File: src/rtl/fp_ifarb_pkg.sv
// Shared encodings for the CPU/AWP system-interface arbiter.
package fp_ifarb_pkg;

    localparam int unsigned STATE_W = 2;

    // Arbiter sequencing states
    typedef enum logic [STATE_W-1:0] {
        S_IDLE = 2'd0,
        S_WAIT = 2'd1,
        S_REL  = 2'd2
    } ifarb_state_e;

    // Port owner codes
    typedef enum logic {
        OWN_CPU = 1'b0,
        OWN_FP  = 1'b1
    } ifarb_own_e;

endpackage : fp_ifarb_pkg

File: src/rtl/fp_ifarb_timer.sv
// No-answer timer: counts WAIT cycles and flags expiry one cycle before the
// count would reach ALARM_CNT, so the alarm registers exactly ALARM_CNT cycles
// after the grant.
module fp_ifarb_timer #(
    parameter int unsigned ALARM_W   = 8,
    parameter int unsigned ALARM_CNT = 150
) (
    input  logic clk_sys,
    input  logic clm,
    input  logic clr,
    input  logic en,
    output logic expired_c
);

    logic [ALARM_W-1:0] cnt;

    // Counter cleared while idle (so it starts at 0 after a grant), advances in WAIT
    always_ff @(posedge clk_sys) begin
        if (clm || clr) begin
            cnt <= '0;
        end else if (en) begin
            cnt <= cnt + ALARM_W'(1);
        end
    end

    assign expired_c = en && (cnt == ALARM_W'(ALARM_CNT - 1));

endmodule : fp_ifarb_timer

File: src/rtl/fp_ifarb.sv
// Arbiter/sequencer for the single system-interface port shared by CPU and AWP.
// Optional no-answer alarm enabled by defining FPIF_ALARM_EN.
module fp_ifarb
    import fp_ifarb_pkg::*;
#(
    parameter int unsigned ALARM_W   = 8,
    parameter int unsigned ALARM_CNT = 150
) (
    input  logic clk_sys,
    input  logic clm,
    input  logic req_cpu,
    input  logic rd_cpu,
    input  logic req_fp,
    input  logic rd_fp,
    input  logic ok,
    output logic if_req,
    output logic if_rd,
    output logic gnt_cpu,
    output logic gnt_fp,
    output logic done_cpu,
    output logic done_fp,
    output logic alarm,
    output logic busy
);

    ifarb_state_e state;
    ifarb_own_e   owner;
    ifarb_own_e   last_own;

    logic pick_cpu_c;
    logic owner_req_c;
    logic expired_c;

    // Reject a timer limit that cannot be reached by the counter
    if (ALARM_CNT < 2 || ALARM_CNT >= (32'd1 << ALARM_W)) begin : g_bad_cfg
        $error("fp_ifarb: ALARM_CNT out of range for ALARM_W");
    end

    // Round-robin pick: CPU wins alone, or on a tie when AWP owned the port last
    assign pick_cpu_c  = req_cpu && (!req_fp || (last_own == OWN_FP));
    assign owner_req_c = (owner == OWN_CPU) ? req_cpu : req_fp;

`ifdef FPIF_ALARM_EN
    fp_ifarb_timer #(
        .ALARM_W   (ALARM_W),
        .ALARM_CNT (ALARM_CNT)
    ) u_timer (
        .clk_sys   (clk_sys),
        .clm       (clm),
        .clr       (state == S_IDLE),
        .en        (state == S_WAIT),
        .expired_c (expired_c)
    );
`else
    assign expired_c = 1'b0;
`endif

    // Grant / transfer / release sequencer with registered outputs
    always_ff @(posedge clk_sys) begin
        if (clm) begin
            state    <= S_IDLE;
            owner    <= OWN_CPU;
            last_own <= OWN_FP;
            if_req   <= 1'b0;
            if_rd    <= 1'b0;
            gnt_cpu  <= 1'b0;
            gnt_fp   <= 1'b0;
            done_cpu <= 1'b0;
            done_fp  <= 1'b0;
            alarm    <= 1'b0;
            busy     <= 1'b0;
        end else begin
            done_cpu <= 1'b0;
            done_fp  <= 1'b0;
            alarm    <= 1'b0;
            case (state)
                S_IDLE: begin
                    if (req_cpu || req_fp) begin
                        state   <= S_WAIT;
                        owner   <= pick_cpu_c ? OWN_CPU : OWN_FP;
                        gnt_cpu <= pick_cpu_c;
                        gnt_fp  <= !pick_cpu_c;
                        if_rd   <= pick_cpu_c ? rd_cpu : rd_fp;
                        if_req  <= 1'b1;
                        busy    <= 1'b1;
                    end
                end
                S_WAIT: begin
                    if (ok || expired_c) begin
                        state    <= S_REL;
                        if_req   <= 1'b0;
                        done_cpu <= (owner == OWN_CPU);
                        done_fp  <= (owner == OWN_FP);
                        alarm    <= !ok;
                    end
                end
                S_REL: begin
                    if (!owner_req_c) begin
                        state    <= S_IDLE;
                        last_own <= owner;
                        gnt_cpu  <= 1'b0;
                        gnt_fp   <= 1'b0;
                        if_rd    <= 1'b0;
                        busy     <= 1'b0;
                    end
                end
                default: begin
                    state   <= S_IDLE;
                    if_req  <= 1'b0;
                    if_rd   <= 1'b0;
                    gnt_cpu <= 1'b0;
                    gnt_fp  <= 1'b0;
                    busy    <= 1'b0;
                end
            endcase
        end
    end

endmodule : fp_ifarb

File: config.mk
export PLATFORM = sky130hd
export DESIGN_NAME = fp_ifarb
export DESIGN_NICKNAME = d
export VERILOG_FILES = /design/src/rtl/fp_ifarb_pkg.sv /design/src/rtl/fp_ifarb_timer.sv /design/src/rtl/fp_ifarb.sv
export SDC_FILE = /design/constraint.sdc
export NUM_CORES = 1
export LEC_CHECK = 0
export ABC_AREA = 1
export CORE_AREA = 5 5 42 44
export DETAILED_ROUTE_END_ITERATION = 10
export DIE_AREA = 0 0 47 49
export HOLD_SLACK_MARGIN = 0.03
export PLACE_DENSITY = 0.64
export SYNTH_ARGS = -nofsm -noshare
export SYNTH_HDL_FRONTEND = slang
export SYNTH_SLANG_ARGS = --single-unit
File: constraint.sdc
create_clock -name clk_sys -period 0.97 [get_ports clk_sys]
set_input_delay 0.097 -clock clk_sys [delete_from_list [all_inputs] [get_ports clk_sys]]
set_output_delay 0.097 -clock clk_sys [all_outputs]
set_load 0.005 [all_outputs]
; Word level (Yosys, flattened, before mapping)
; Index checks and enable logic that the tools add are counted.
[op_classes]
n_eq_ne = 5
mux = 18
n_bitwise = 5
n_reduce_logical = 13
[op_table]
columns = operator, count
row1 = 1-bit case mux with 3 select lines, 5
row2 = 1-bit two-way mux, 9
row3 = 3-bit AND reduction, 3
row4 = 2-bit two-way mux, 3
row5 = "2-bit inequality test, second input constant", 3
row6 = 2-bit case mux with 3 select lines, 1
row7 = 1-bit NOT, 5
row8 = 2-bit AND reduction, 2
row9 = 1-bit logical NOT, 3
row10 = 3-bit OR reduction, 1
row11 = "2-bit by 1-bit == test with 1-bit output, second input constant", 1
row12 = "2-bit == test, second input constant", 1
row13 = 2-bit logical NOT, 1
row14 = 1-bit logical OR, 2
row15 = 1-bit logical AND, 1
[word_totals]
reg_bits = 12
elab_cells = 52

; Longest topological paths before layout
; Gate-level depths: netlist (run 1).
[logic_depth]
ltp_word = 6
ltp_mapped = 8
depth_no_buf = 8

; Least setup slack after synthesis (run 1)
; Ideal clock, no wire load.
[synth_path]
path_type = register to register
startpoint = reg state[1]
endpoint = reg if_rd
setup_time_ns = 0.113
arrival_ns = 0.798
required_time_ns = 0.857
slack_ns = 0.059
stages_incl_launch_ff = 8
path_cell_list = dfxtp_1 > inv_1 > nor2_1 > nand2_1 > nand2_2 > nand2_1 > nand2_1 > nor2_1
[synth_via]
elab_chain_cells = 3
elab_cells_between_ends = 8
[synth_rtl]
columns = element, line_no
row1 = "start, declared", fp_ifarb.sv:26  ; ifarb_state_e state;
row2 = "start signal, assigned", fp_ifarb.sv:61  ; state <= S_IDLE;
row3 = "start signal, assigned", fp_ifarb.sv:79  ; state <= S_WAIT;
row4 = "start signal, assigned", fp_ifarb.sv:90  ; state <= S_REL;
row5 = "2-bit == test, or another cell as far along", fp_ifarb.sv:76  ; case (state)
row6 = 2-bit inequality test (no line) or 1-bit NOT (tied branches), -
row7 = 3-bit AND reduction (no line), -
row8 = "end signal, assigned", fp_ifarb.sv:83  ; if_rd <= pick_cpu_c ? rd_cpu : rd_fp;
row9 = "end, declared", fp_ifarb.sv:17  ; output logic if_rd,
; Several ways; a longest one is shown, not always the timed one.
; A chain may end at the register's enable or synchronous reset.

; Worst setup path after layout (run 1)
[layout_path]
startpoint = reg state[1]
endpoint = reg gnt_cpu
[layout_via]
elab_chain_cells = 3
elab_cells_between_ends = 8
[layout_rtl]
columns = element, line_no
row1 = "2-bit == test, or another cell as far along", fp_ifarb.sv:76
row2 = 2-bit inequality test (no line) or 1-bit NOT (tied branches), -
row3 = 3-bit AND reduction (no line), -
row4 = "end signal, assigned", fp_ifarb.sv:81  ; gnt_cpu <= pick_cpu_c;
row5 = "end, declared", fp_ifarb.sv:18  ; output logic gnt_cpu,
; Several ways; a longest one is shown, not always the timed one.

==> results of run 1 <==
[cells by family (layout without fill, tap and decap cells)]
kind of cell    count (synthesis)  count (layout)  share of synthesized area
compound gates                 10              10                      0.131
buf+inv                        10              33                     0.0787
other cells                     1               1                    0.00787
simple gates                   31              31                      0.278
flops                          12              12                      0.504
[metrics by stage]
stage	power (mW)	setup TNS (ns)	instances	setup WS, ns	util
2_1_floorplan	0.681	0	64	0.0591	-
3_3_place_gp	0.812	-2.05	98	-0.282	0.479
3_5_place_dp	0.811	-1.98	98	-0.266	0.479
4_1_cts	1.11	0	101	0.00326	0.501
5_1_grt	1.25	-0.401	103	-0.0819	0.569
6_report	1.17	-0.0415	103	-0.0168	0.569
[power by group]
part	internal [mW]	switching [mW]	leakage [nW]
logic	0.147	0.148	0.267
clock network	0.144	0.159	0.0138
registers	0.537	0.0338	0.102
[cell type report]
cell class	count	area, µm²	area share
well taps	16	20.0	0.0251
flip-flops and latches	12	254	0.319
inverters	9	36.3	0.0455
multi-input cells	42	269	0.338
repair buffers	21	195	0.245
clock buffers	3	22.5	0.0283
[worst register-to-register path: cells and delay by family, from the launching register on]
kind	cells	cell delay (ns)
flops	1	0.39
buf+inv	1	0.04
simple gates	4	0.38
compound gates	1	0.12
[placed cells by master (no fill, tap or decap), types with 4 or more instances in the layout]
master	instances
a21oi_1	4
buf_4	6
clkdlybuf4s50_1	4
dfxtp_1	5
dfxtp_2	5
dlygate4sd2_1	5
inv_1	5
nand2_1	9
nand2_2	8
[flip-flops by register name (all words and copies together) (netlist names)]
register,count
done_cpu,1
owner,1
gnt_fp,1
gnt_cpu,1
if_rd,1
state,2
busy,1
alarm,1
if_req,1
done_fp,1
last_own,1
[worst min-delay path by stage]
stage                     startpoint       end  slack (ns)
after floorplan                   ok  done_cpu        0.27
after global placement         owner  done_cpu        0.44
after detailed placement       owner  done_cpu        0.45
after CTS                         ok   done_fp        0.45
after global routing         req_cpu   gnt_cpu        0.21
final                        req_cpu   gnt_cpu        0.21
[repair_timing]
action                     in CTS  in global routing
gates resized for setup        15                 31
setup endpoints to repair      13                 14
pin swaps                       2                  8
setup buffers                   0                  2
[routing by layer]
metal  GRT usage  share of wire  vias up
met4      0.0415          0.021        0
met3      0.0443          0.045        4
met2       0.158           0.52       12
met1       0.145           0.41      219
li1            -              -      249
met5           0              0        -
==> qor.yml, run 1 <==
avgSynthCellArea_um2: 7.45
cts_tree: "yes"
finalWirelength_um: 1260
fin_area_um2: 797
post_drt_wl_per_cell_um: 12.3
crit_buf_inv: 1
synthTopCellsByCount: "nand2_1, dfxtp_1, inv_1"
synthCells: 64
max-vdd-ir-drop_v: 0.000719
cp.depth: 6
critPathLaunchType: "register"
grt_pass1_vias: 438
crit_fanout: 5
dr.first_iter.drc_count: 9
hold_path.class: "input port to register"
initial_utilization: 0.340
place_hpwl_um: 813
cts_buffers: 3
diodes: 0
setup_viol: 3
finalCriticalPeriod_ns: 0.987
rows: 14
pin_count: 15
critPathKind: "register to register"
hold_depth: 3
synth_nets: 71
clock_path_buffers: 2
outcome: "finished with violations"
worstRegToRegCells: 6
cp_top_family: "flip-flops"
fin_hold_ws_ns: 0.213
r2r_end: "gnt_cpu"
fin_ws_ns: -0.0168
ff2ff_setup_slack_ns: -0.02
synthFlopType: "dfxtp_1"
min_period_over_period: 1.02
die_area_um2: 2300
synth-seq-cells: 12
insertion_delay_ns: 0.27
antenna_found_initial: 0
clockRootBuffer: "clkbuf_4"
die_w_um: 47
slew_violations: 0
portBuffers: 14
grt_pass1_wl_um: 1850
cts_hold_buffers: 0
cap_viol_max_count: 0
leakagePower_nw: 0.382
rsz0062_at_grt: "yes"
cpMaxStageDelayCell: "dfxtp_4"
gp_congestion: 0.757
yosys_warnings: 0
max_clock_freq_mhz: 1010
antenna_left: 0
async_flop_share: 0
core_um2: 1400
vias: 484
synth_edf_count: 0
cp-end-kind: "register"
place_area_um2: 671
die_h_um: 49
required_ns: 1.17
critical-path-max-stage-delay_ns: 0.39
synth_top_area_cell: "dfxtp_1"
yosys-top-cells-area: "dfxtp_1, nand2_1, a21oi_1"
violations: "setup timing"
nets: 96
power.density_nw_per_um2: 1470
synth_cell_types: 17
ys_seq_area_frac: 0.504
hold_viol: 0
path_cells: "inv_4, nor2_4, nand2_2, nand2_4, nand2_2, a21oi_2"
synth_top_area_frac: 0.504
drive_gt1_frac: 0.460
grt.overflow.total: 0
grt_usage: 0.110
clkSlewWorstSetupHoldPaths_ns: 0.07
cpMostUsedCell: "nand2_2"
clock_sinks: 12
endpoint: "gnt_cpu"
cp.arrival_ns: 1.19
syn-cell-area_um2: 477
yosysMostFrequentCell: "nand2_1"
fin_skew_ns: 0.00364
crit_start: "state[1]"
grt_max_degree: 8
dr.pass1.iters: 4
htreeDepth: 1
viasPerCell: 4.70
drcViolationCount: 0
fillCellCount: 141
syn2layout_area_growth_pct: 67.2
r2r_start: "state[1]"
Power figures use the tool's default switching activity.
==> run 2, diff against run 1 <==
Settings changed: PLACE_DENSITY 0.64 to 0.69.
==> qor.yml, run 2 (synthesized netlist as in run 1, its figures left out) <==
outcome: "finished with violations"
violations: "setup timing"
critical-path-max-stage-delay_ns: 0.37
fin_area_um2: 768
critPathKind: "register to register"
fin_skew_ns: 0.00768
finalWirelength_um: 1100
finalCriticalPeriod_ns: 0.970
required_ns: 1.14
max-vdd-ir-drop_v: 0.000825
cap_viol_max_count: 0
hold_path.class: "input port to register"
grt_usage: 0.0982
power.density_nw_per_um2: 1490
antenna_found_initial: 0
slew_violations: 0
worstRegToRegCells: 5
crit_start: "state[0]"
seq_area_um2: 253
most-common-layout-cells: "nand2_1, dfxtp_1, dlygate4sd2_1, buf_4"
grt.overflow.total: 0
final_common_cell: "nand2_1"
cp_top_family: "flip-flops"
initial_utilization: 0.340
diodes: 0
die_w_um: 47
fillCellCount: 148
final_cells: 102
largest_register_ff_count: 2
dr.pass1.iters: 4
dr.first_iter.drc_count: 7
cpMaxStageDelayCell: "dfxtp_4"
drive_gt1_frac: 0.407
min_period_over_period: 1.00
r2r_start: "state[0]"
clock_sinks: 12
multi_input_area_um2: 259
rows: 14
dp_cells: 99
cts_buffers: 3
drcViolationCount: 0
hold_viol: 0
portBuffers: 14
die_area_um2: 2300
cts_hold_buffers: 0
max_clock_freq_mhz: 1030
worstHoldStart: "req_cpu"
clockRootBuffer: "clkbuf_4"
nets: 95
place_hpwl_um: 775
setup_viol: 1
grt_pass1_wl_um: 1650
die_h_um: 49
crit_buf_inv: 1
hold_depth: 3
whs_endpoint: "gnt_cpu"
place_area_um2: 678
clock_path_buffers: 2
fin_ws_ns: -0.000471
grt_max_degree: 7
ff2ff_setup_slack_ns: -0.0005
grt_pass1_vias: 423
post_drt_wl_per_cell_um: 10.8
post-cts-setup-buffers: 0
syn2layout_area_growth_pct: 61.2
cp.arrival_ns: 1.14
clkSlewWorstSetupHoldPaths_ns: 0.07
r2r_end: "busy"
top_register: "state"
setup_tns_ns: -0.000471
viasPerCell: 4.62
core_um2: 1400
gp_congestion: 0.785
critPathLaunchType: "register"
pin_count: 15
cts_tree: "yes"
antenna_left: 0
rsz0062_at_grt: "yes"
path_cells: "buf_4, o21bai_4, nand2_4, nand2_2, a21oi_2"
crit_fanout: 5
leakagePower_nw: 0.365
cp-end-kind: "register"
insertion_delay_ns: 0.27
htreeDepth: 1
vias: 471
run 2: how the worst max path moves through the flow:
stage	to	slack, ns	cells after the start
after floorplan	if_rd	0.06	7
after global placement	if_rd	-0.27	8
after detailed placement	gnt_fp	-0.28	6
after CTS	if_rd	0.003	5
after global routing	if_rd	-0.08	6
final	busy	-0.0005	5
run 2: worst reg2reg max path: cells and delay by family, from the launching register on:
family                 cells  cell delay [ns]
and+or+nand+nor            2             0.17
AOI/OAI and AO/OA          2             0.20
buffers and inverters      1             0.15
DFF                        1             0.37
run 2: per-stage QoR:
stage                     power, mW  utilization  setup WS [ns]  hold WS [ns]
after CTS                      1.10        0.497        0.00274         0.442
after global routing           1.21        0.548        -0.0843         0.252
after floorplan               0.681            -         0.0591         0.267
after global placement        0.807        0.484         -0.266         0.437
final                          1.14        0.548      -0.000471         0.227
after detailed placement      0.811        0.484         -0.275         0.443
run 2: cell type report:
| cell class | instances | share of cell area |
|---|---|---|
| multi-input combinational | 42 | 0.337 |
| tap | 16 | 0.0261 |
| clock buffer | 3 | 0.0293 |
| inverter | 9 | 0.0440 |
| timing repair buffer | 20 | 0.235 |
| sequential | 12 | 0.329 |
run 2: repair_timing:
item                                    4_1_cts  5_1_grt
resized for setup                            12       26
pin swaps                                     1        9
endpoints found under the setup margin       13       12
run 2: per-layer routing:
metal / global-route usage / up-vias / part of all wire
met2: 0.149 / 11 / 0.50
met4: 0.0553 / 0 / 0.021
met1: 0.122 / 211 / 0.43
met5: 0 / - / 0
met3: 0.0221 / 2 / 0.044
li1: - / 247 / -
run 2: power breakdown:
part / total [mW] / switching (mW) / leakage (nW) / internal (mW)
clock: 0.303 / 0.159 / 0.0138 / 0.144
combinational: 0.273 / 0.137 / 0.250 / 0.136
sequential: 0.567 / 0.0311 / 0.101 / 0.536
==> run 3, diff against run 2 <==
Settings changed: ABC_AREA 1 to unset, PLACE_DENSITY 0.69 to 0.68, RECOVER_POWER set to 25.
Clock period 0.97 ns to 0.9 ns, I/O delays scaled along.
==> qor.yml, run 3 <==
outcome: "finished with violations"
violations: "setup timing"
die_area_um2: 2300
async_flop_share: 0
max-vdd-ir-drop_v: 0.00102
max_clock_freq_mhz: 801
clock_path_buffers: 2
setup_tns_ns: -2.10
yosys-top-cells-area: "dfxtp_1, nor2_1, o21a_1"
antenna_found_initial: 0
die_h_um: 49
power.density_nw_per_um2: 1610
cap_viol_max_count: 0
hold_viol: 0
final_common_cell: "buf_4"
portBuffers: 14
required_ns: 1.06
antenna_left: 0
fin_util: 0.644
cts_buffers: 3
slew_violations: 0
grt_max_degree: 8
ys_seq_area_frac: 0.487
htreeDepth: 1
die_w_um: 47
swShare: 0.252
avgSynthCellArea_um2: 9.86
largest_register_ff_count: 2
synth_compound_area_frac: 0.226
synth_fa_ha_area_frac: 0
comb_power_share: 0.281
crit_start: "owner"
min_period_over_period: 1.39
synth_top_family_by_area: "compound AO/OA/AOI/OAI gates"
critPathLaunchType: "register"
critPathKind: "register to register"
diodes: 0
syn2layout_area_growth_pct: 83.0
top_register: "state"
grt_pass1_vias: 468
drcViolationCount: 0
switchingPower_mw: 0.365
finalWirelength_um: 1230
synthCells: 50
ff2ff_setup_slack_ns: -0.35
path_cells: "mux2_4, o2bb2ai_4, nor2b_4, a22o_1"
initial_utilization: 0.352
gp_congestion: 0.686
worstHoldStart: "busy"
fin_skew_ns: 0.00700
vias: 487
synth_top_area_cell: "dfxtp_1"
rsz0062_at_grt: "yes"
grt.overflow.total: 0
synth-seq-cells: 12
yosysMostFrequentCell: "dfxtp_1"
r2r_start: "owner"
finalCriticalPeriod_ns: 1.25
fin_ws_ns: -0.349
clkSlewWorstSetupHoldPaths_ns: 0.08
cts_tree: "yes"
syn-cell-area_um2: 493
core_um2: 1400
yosys.area_share.simple: 0.211
synthFlopType: "dfxtp_1"
final_cells: 103
grt_usage: 0.118
p_clk_frac: 0.292
cp-end-kind: "register"
dr.first_iter.drc_count: 3
synth_mux_area_frac: 0.0533
critical-path-max-stage-delay_ns: 0.35
clock_sinks: 12
hold_path.class: "register to register"
synth_nets: 57
seq_power_share: 0.427
clockRootBuffer: "clkbuf_4"
cts_hold_buffers: 0
nets: 95
cp.arrival_ns: 1.41
insertion_delay_ns: 0.27
intPower_mw: 1.08
dp_cells: 93
synth_edf_count: 0
synthTopCellsByCount: "dfxtp_1, nor2_1, a21oi_1, o21a_1"
synth_top_area_frac: 0.487
setup_viol: 12
cpMaxStageDelayCell: "dfxtp_2"
rows: 14
place_hpwl_um: 891
fillCellCount: 130
drive_gt1_frac: 0.575
synth_xor_area_frac: 0
synth_cell_types: 27
leakagePower_nw: 0.400
dr.pass1.iters: 3
grt_pass1_wl_um: 1980
viasPerCell: 4.73
pin_count: 15
post_drt_wl_per_cell_um: 11.9
most-common-layout-cells: "buf_4, nor2_1, dfxtp_1, dfxtp_2, clkdlybuf4s50_1"
yosys_warnings: 0
crit_fanout: 3
fin_hold_ws_ns: 0.450
-- run 3: final timing paths --
path | end | cells after the start
min | busy | 1
max | if_rd | 4
min reg2reg | busy | 1
max reg2reg | if_rd | 4
-- run 3: per-layer routing --
layer / routed length (µm) / up-vias / global-route usage
met5: 0 / - / 0
met4: 33 / 0 / 0.0691
met3: 62 / 5 / 0.0221
met2: 618 / 12 / 0.186
met1: 512 / 220 / 0.143
li1: - / 250 / -
-- run 3: layout make-up --
cell class	count	area, µm²	share of cell area
Timing Repair Buffer	34	283	0.313
Clock buffer	4	36.3	0.0402
Sequential cell	12	254	0.282
Inverter	1	3.75	0.00416
Multi-Input combinational cell	36	305	0.338
Tap cell	16	20.0	0.0222
-- run 3: cells by family (layout without fill, tap and decap cells) --
family	after synthesis	in the layout
compound gates	15	15
buf+inv	2	39
flops	12	12
mux	2	2
other cells	1	1
simple gates	18	18
-- run 3: power groups by stage --
| stage | Clock, mW | Sequential (mW) | Combinational [mW] |
|---|---|---|---|
| 5_1_grt | 0.474 | 0.625 | 0.440 |
| 4_1_cts | 0.423 | 0.618 | 0.387 |
| 2_1_floorplan | 0 | 0.630 | 0.150 |
| 3_3_place_gp | 0 | 0.622 | 0.347 |
| 3_5_place_dp | 0 | 0.624 | 0.353 |
| 6_report | 0.424 | 0.618 | 0.407 |
-- run 3: timing repair --
action,in CTS,in global routing
gates cloned,0,0
pin swaps,5,5
buffers inserted,3,3
resized for setup,32,10
endpoints found under the setup margin,19,16
-- run 3: critical path: cells and delay by family, from the launching register on --
family | cells | cell delay (ns)
flops | 1 | 0.35
compound gates | 2 | 0.34
mux | 1 | 0.32
simple gates | 1 | 0.13
-- run 3: per-stage QoR --
stage          power, mW  worst slack [ns]  instance area, µm²
2_1_floorplan      0.780            -0.296                 522
3_3_place_gp       0.970            -0.596                 783
3_5_place_dp       0.977            -0.638                 783
4_1_cts             1.43            -0.346                 885
5_1_grt             1.54            -0.388                 902
6_report            1.45            -0.349                 902
==> variant 1: new RTL, flow settings as in run 3 <==
Build with the macro `FPIF_ALARM_EN` defined.
--- a/src/rtl/fp_ifarb.sv
+++ b/src/rtl/fp_ifarb.sv
@@ -1,5 +1,7 @@
 // Arbiter/sequencer for the single system-interface port shared by CPU and AWP.
 // Optional no-answer alarm enabled by defining FPIF_ALARM_EN.
+`define FPIF_ALARM_EN
+
 module fp_ifarb
     import fp_ifarb_pkg::*;
 #(
Behaviour: same outputs for any inputs over 10 cycles, from zero or initial values; that may be too few to reach the edited logic, so the function may still have changed.
==> variant 1 against run 3 <==
The flow now stops in 4_1_cts. Synthesized cell count increased by 110%. Area after synthesis grew 93%.
==> variant 1: results (changes against run 3) <==
synth:
  ys_top_cells_by_area: "dfxtp_1 42%, a21oi_1 5.3%, o21ai_0 3.7%"
  synth_warnings: 0  # unchanged
  yosysUniqueCellTypes: 41  # +52%
  seq_area_frac_synth: 0.420  # -0.0668
  synthArstFlopShare: 0  # unchanged
  synth_commonest_cells: "20 x dfxtp_1, 10 x a21oi_1, 8 x inv_1"
  synth-seq-cells: 20  # +8
  synthCells: 105  # +110%
  synth_fp_nets: 114  # +100%
  ys.flop_type: "dfxtp_1"
run_status:
  stop_error: "[ERROR DPL-0038] Utilization greater than 100%, impossible to legalize"
  lastStage: "4_1_cts"
  status: "stopped before the end"
placed_design:
  io_buffers: 14  # unchanged
  hpwlAfterDp_um: 2120  # +140%
  dp_cells: 152  # +63%
  gp_congestion: 0.798  # +16%
clock_network:
  cts_max_level: 1  # unchanged
  post_cts_buffers: 13  # +10
  clockBufferDepth: 2  # unchanged
  cts_buffers: 3  # unchanged
  cts_resized: 67  # +110%
  cts_root_buffer: "clkbuf_4"
variant 1: cell count changes after synthesis, sizes merged, moves of 2 or more:
cell and delta:
dfxtp +8, a21oi +7, inv +7, nand3 +6
o21ai +5, o21a -3, or3 +3, a31oi +2
a32oi +2, buf +2, ha +2, nand4 +2
nor2 -2, o21bai +2
variant 1: logic make-up after synthesis:
group,Yosys count,synth area share
multiplexers,1,0.0118
buffers and inverters,12,0.0552
flip-flops,20,0.420
AND/OR/NAND/NOR,37,0.267
AO/OA/AOI/OAI,32,0.210
adder cells (fa/ha/maj),2,0.0263
XOR/XNOR,1,0.00920
variant 1: per-stage QoR:
| step | cell area [sq um] | setup slack (ns) | hold slack [ns] | utilization |
|---|---|---|---|---|
| detailed placement | 1290 | -0.495 | 0.471 | 0.923 |
| global placement | 1290 | -0.410 | 0.449 | 0.923 |
| floorplan | 1020 | -0.221 | 0.161 | - |
==> variant 2: new RTL, settings of run 3 <==
Without the edit above. Register the output `alarm` once more; this adds one clock of latency there. The other outputs are not delayed to match. Comments in the files are not updated.
--- a/src/rtl/fp_ifarb.sv
+++ b/src/rtl/fp_ifarb.sv
@@ -22,6 +22,8 @@
     output logic alarm,
     output logic busy
 );
+
+    logic alarm_s0;
 
     ifarb_state_e state;
     ifarb_own_e   owner;
@@ -67,12 +69,12 @@
             gnt_fp   <= 1'b0;
             done_cpu <= 1'b0;
             done_fp  <= 1'b0;
-            alarm    <= 1'b0;
+            alarm_s0 <= 1'b0;
             busy     <= 1'b0;
         end else begin
             done_cpu <= 1'b0;
             done_fp  <= 1'b0;
-            alarm    <= 1'b0;
+            alarm_s0 <= 1'b0;
             case (state)
                 S_IDLE: begin
                     if (req_cpu || req_fp) begin
@@ -91,7 +93,7 @@
                         if_req   <= 1'b0;
                         done_cpu <= (owner == OWN_CPU);
                         done_fp  <= (owner == OWN_FP);
-                        alarm    <= !ok;
+                        alarm_s0 <= !ok;
                     end
                 end
                 S_REL: begin
@@ -116,5 +118,9 @@
         end
     end
 
+    always_ff @(posedge clk_sys) begin
+        alarm <= alarm_s0;
+    end
+
 endmodule : fp_ifarb
 
Check against the original RTL: no difference found for any inputs over 10 cycles, from zero or initial values; that may be too few to reach the edited logic, so the function may still have changed.
==> variant 2 against run 3 <==
The run still ends with negative setup slack left. Sequential cell count rose by 1. Count of clock-buffer cells in the layout did not move. Cell area decreased by 2.2%. Combinational power decreased by 4.9%. Routed wire length grew 3.7%. Worst hold slack got worse by 0.12 ns. Total power decreased by 3.0%. Setup slack improved by 0.018 ns. Area after synthesis up 4.1%. Largest cell class unchanged.
==> variant 2: results (changes against run 3) <==
run_status:
  status: "finished, violations left"
  violations: "negative setup slack"
clock_network:
  cts_buffers: 3  # unchanged
  clockBufferDepth: 2  # unchanged
  cts_max_level: 1  # unchanged
  path_clk_slew_ns: 0.08  # about the same
  cts_resized: 38  # +19%
  clk-insertion-delay-late_ns: 0.27  # about the same
  cts_root_buffer: "clkbuf_4"
synth:
  synth_commonest_cells: "13 x dfxtp_1, 6 x nor2_1, 3 x a21oi_1, 3 x o21a_1"
  synth_fp_nets: 58  # +1.8%
  seq_area_frac_synth: 0.507  # +0.0200
  synthArstFlopShare: 0  # unchanged
  synth_warnings: 0  # unchanged
  synth.avg_cell_area_sq_um: 10.1  # +2.0%
  ys_top_cells_by_area: "dfxtp_1 51%, nor2_1 4.4%, o21a_1 4.4%"
  yosysUniqueCellTypes: 27  # unchanged
routing:
  drtIter0Drc: 5  # +2
  wl_um: 1270  # +3.7%
  drt_pass1_iterations: 4  # +1
  vias: 476  # -2.3%
  wl_per_cell_um: 12.9  # +7.9%
worst_setup_path:
  slowest_delay_ns: 0.35  # about the same
  reg2regPathDepth: 4  # unchanged
  critical_path.slowest_cell: "dfxtp_2"
  crit_family: "flip-flops"
placed_design:
  io_buffers: 14  # unchanged
  place_ws_ns: -0.600  # +0.0382 ns
  hpwlAfterDp_um: 852  # -4.4%
  gp_congestion: 0.653  # -4.8%
  placed_area_sq_um: 773  # -1.3%
  dp_cells: 90  # -3.2%
pwr:
  comb-power_uw: 387  # -4.9%
  internal_power_mw: 1.04  # -4.3%
  p_leak_nw: 0.381  # -4.6%
  clkPwrFrac: 0.252  # -0.040
  ir_drop_uv: 932  # -8.6%
  p_sw_frac: 0.262  # +0.0100
timing:
  fin_worst_skew_ns: 0.00578  # -0.00122 ns
  finalSetupViolCount: 11  # -1
  fin_ws_ns: -0.331  # +0.0176 ns
  setup_tns_ns: -2.03  # +0.0735 ns
layout:
  fillers: 133  # +2.3%
  largest_reg_flops: 2  # unchanged
  layout-drive-gt1-share: 0.590  # +0.0156
  nNetsFinal: 91  # -4.2%
  seqCellArea_sq_um: 275  # +8.4%
global_route:
  grt_pass1_vias: 520  # +11%
  grt_usage: 0.128  # +0.00964
  grt_pass1_wl_um: 2170  # +9.4%
  antenna_found_initial: 0  # unchanged
job:
  drv_cap: 0  # unchanged
hold_path:
  hp-class: "register to register"
  hold_depth: 0  # -1
==> variant 2: logic make-up (layout without fill, tap and decap cells) <==
family,Yosys count,after routing,share of synthesized area
compound gates,15,15,0.217
buf+inv,2,34,0.0146
flops,13,13,0.507
mux,2,2,0.0512
other cells,1,1,0.00731
simple gates,18,18,0.202
==> variant 2: final cells by class <==
type,count,area share
well taps,16,0.0227
multi-input cells,36,0.356
clock buffers,4,0.0298
inverters,1,0.00426
flip-flops and latches,13,0.312
repair buffers,29,0.275
==> variant 2: final timing paths <==
path	startpoint	to	slack, ns
worst max-delay path	owner	if_rd	-0.33
worst min-delay path	alarm_s0	alarm	0.33
worst min register to register	alarm_s0	alarm	0.33
worst max register to register	owner	if_rd	-0.33
==> variant 2: routing by layer <==
metal | vias to the layer above | global-route usage | wire, um
met2 | 13 | 0.238 | 672
met4 | 0 | 0.0415 | 12
li1 | 246 | - | -
met5 | - | 0 | 0
met3 | 4 | 0.0221 | 60
met1 | 213 | 0.135 | 528
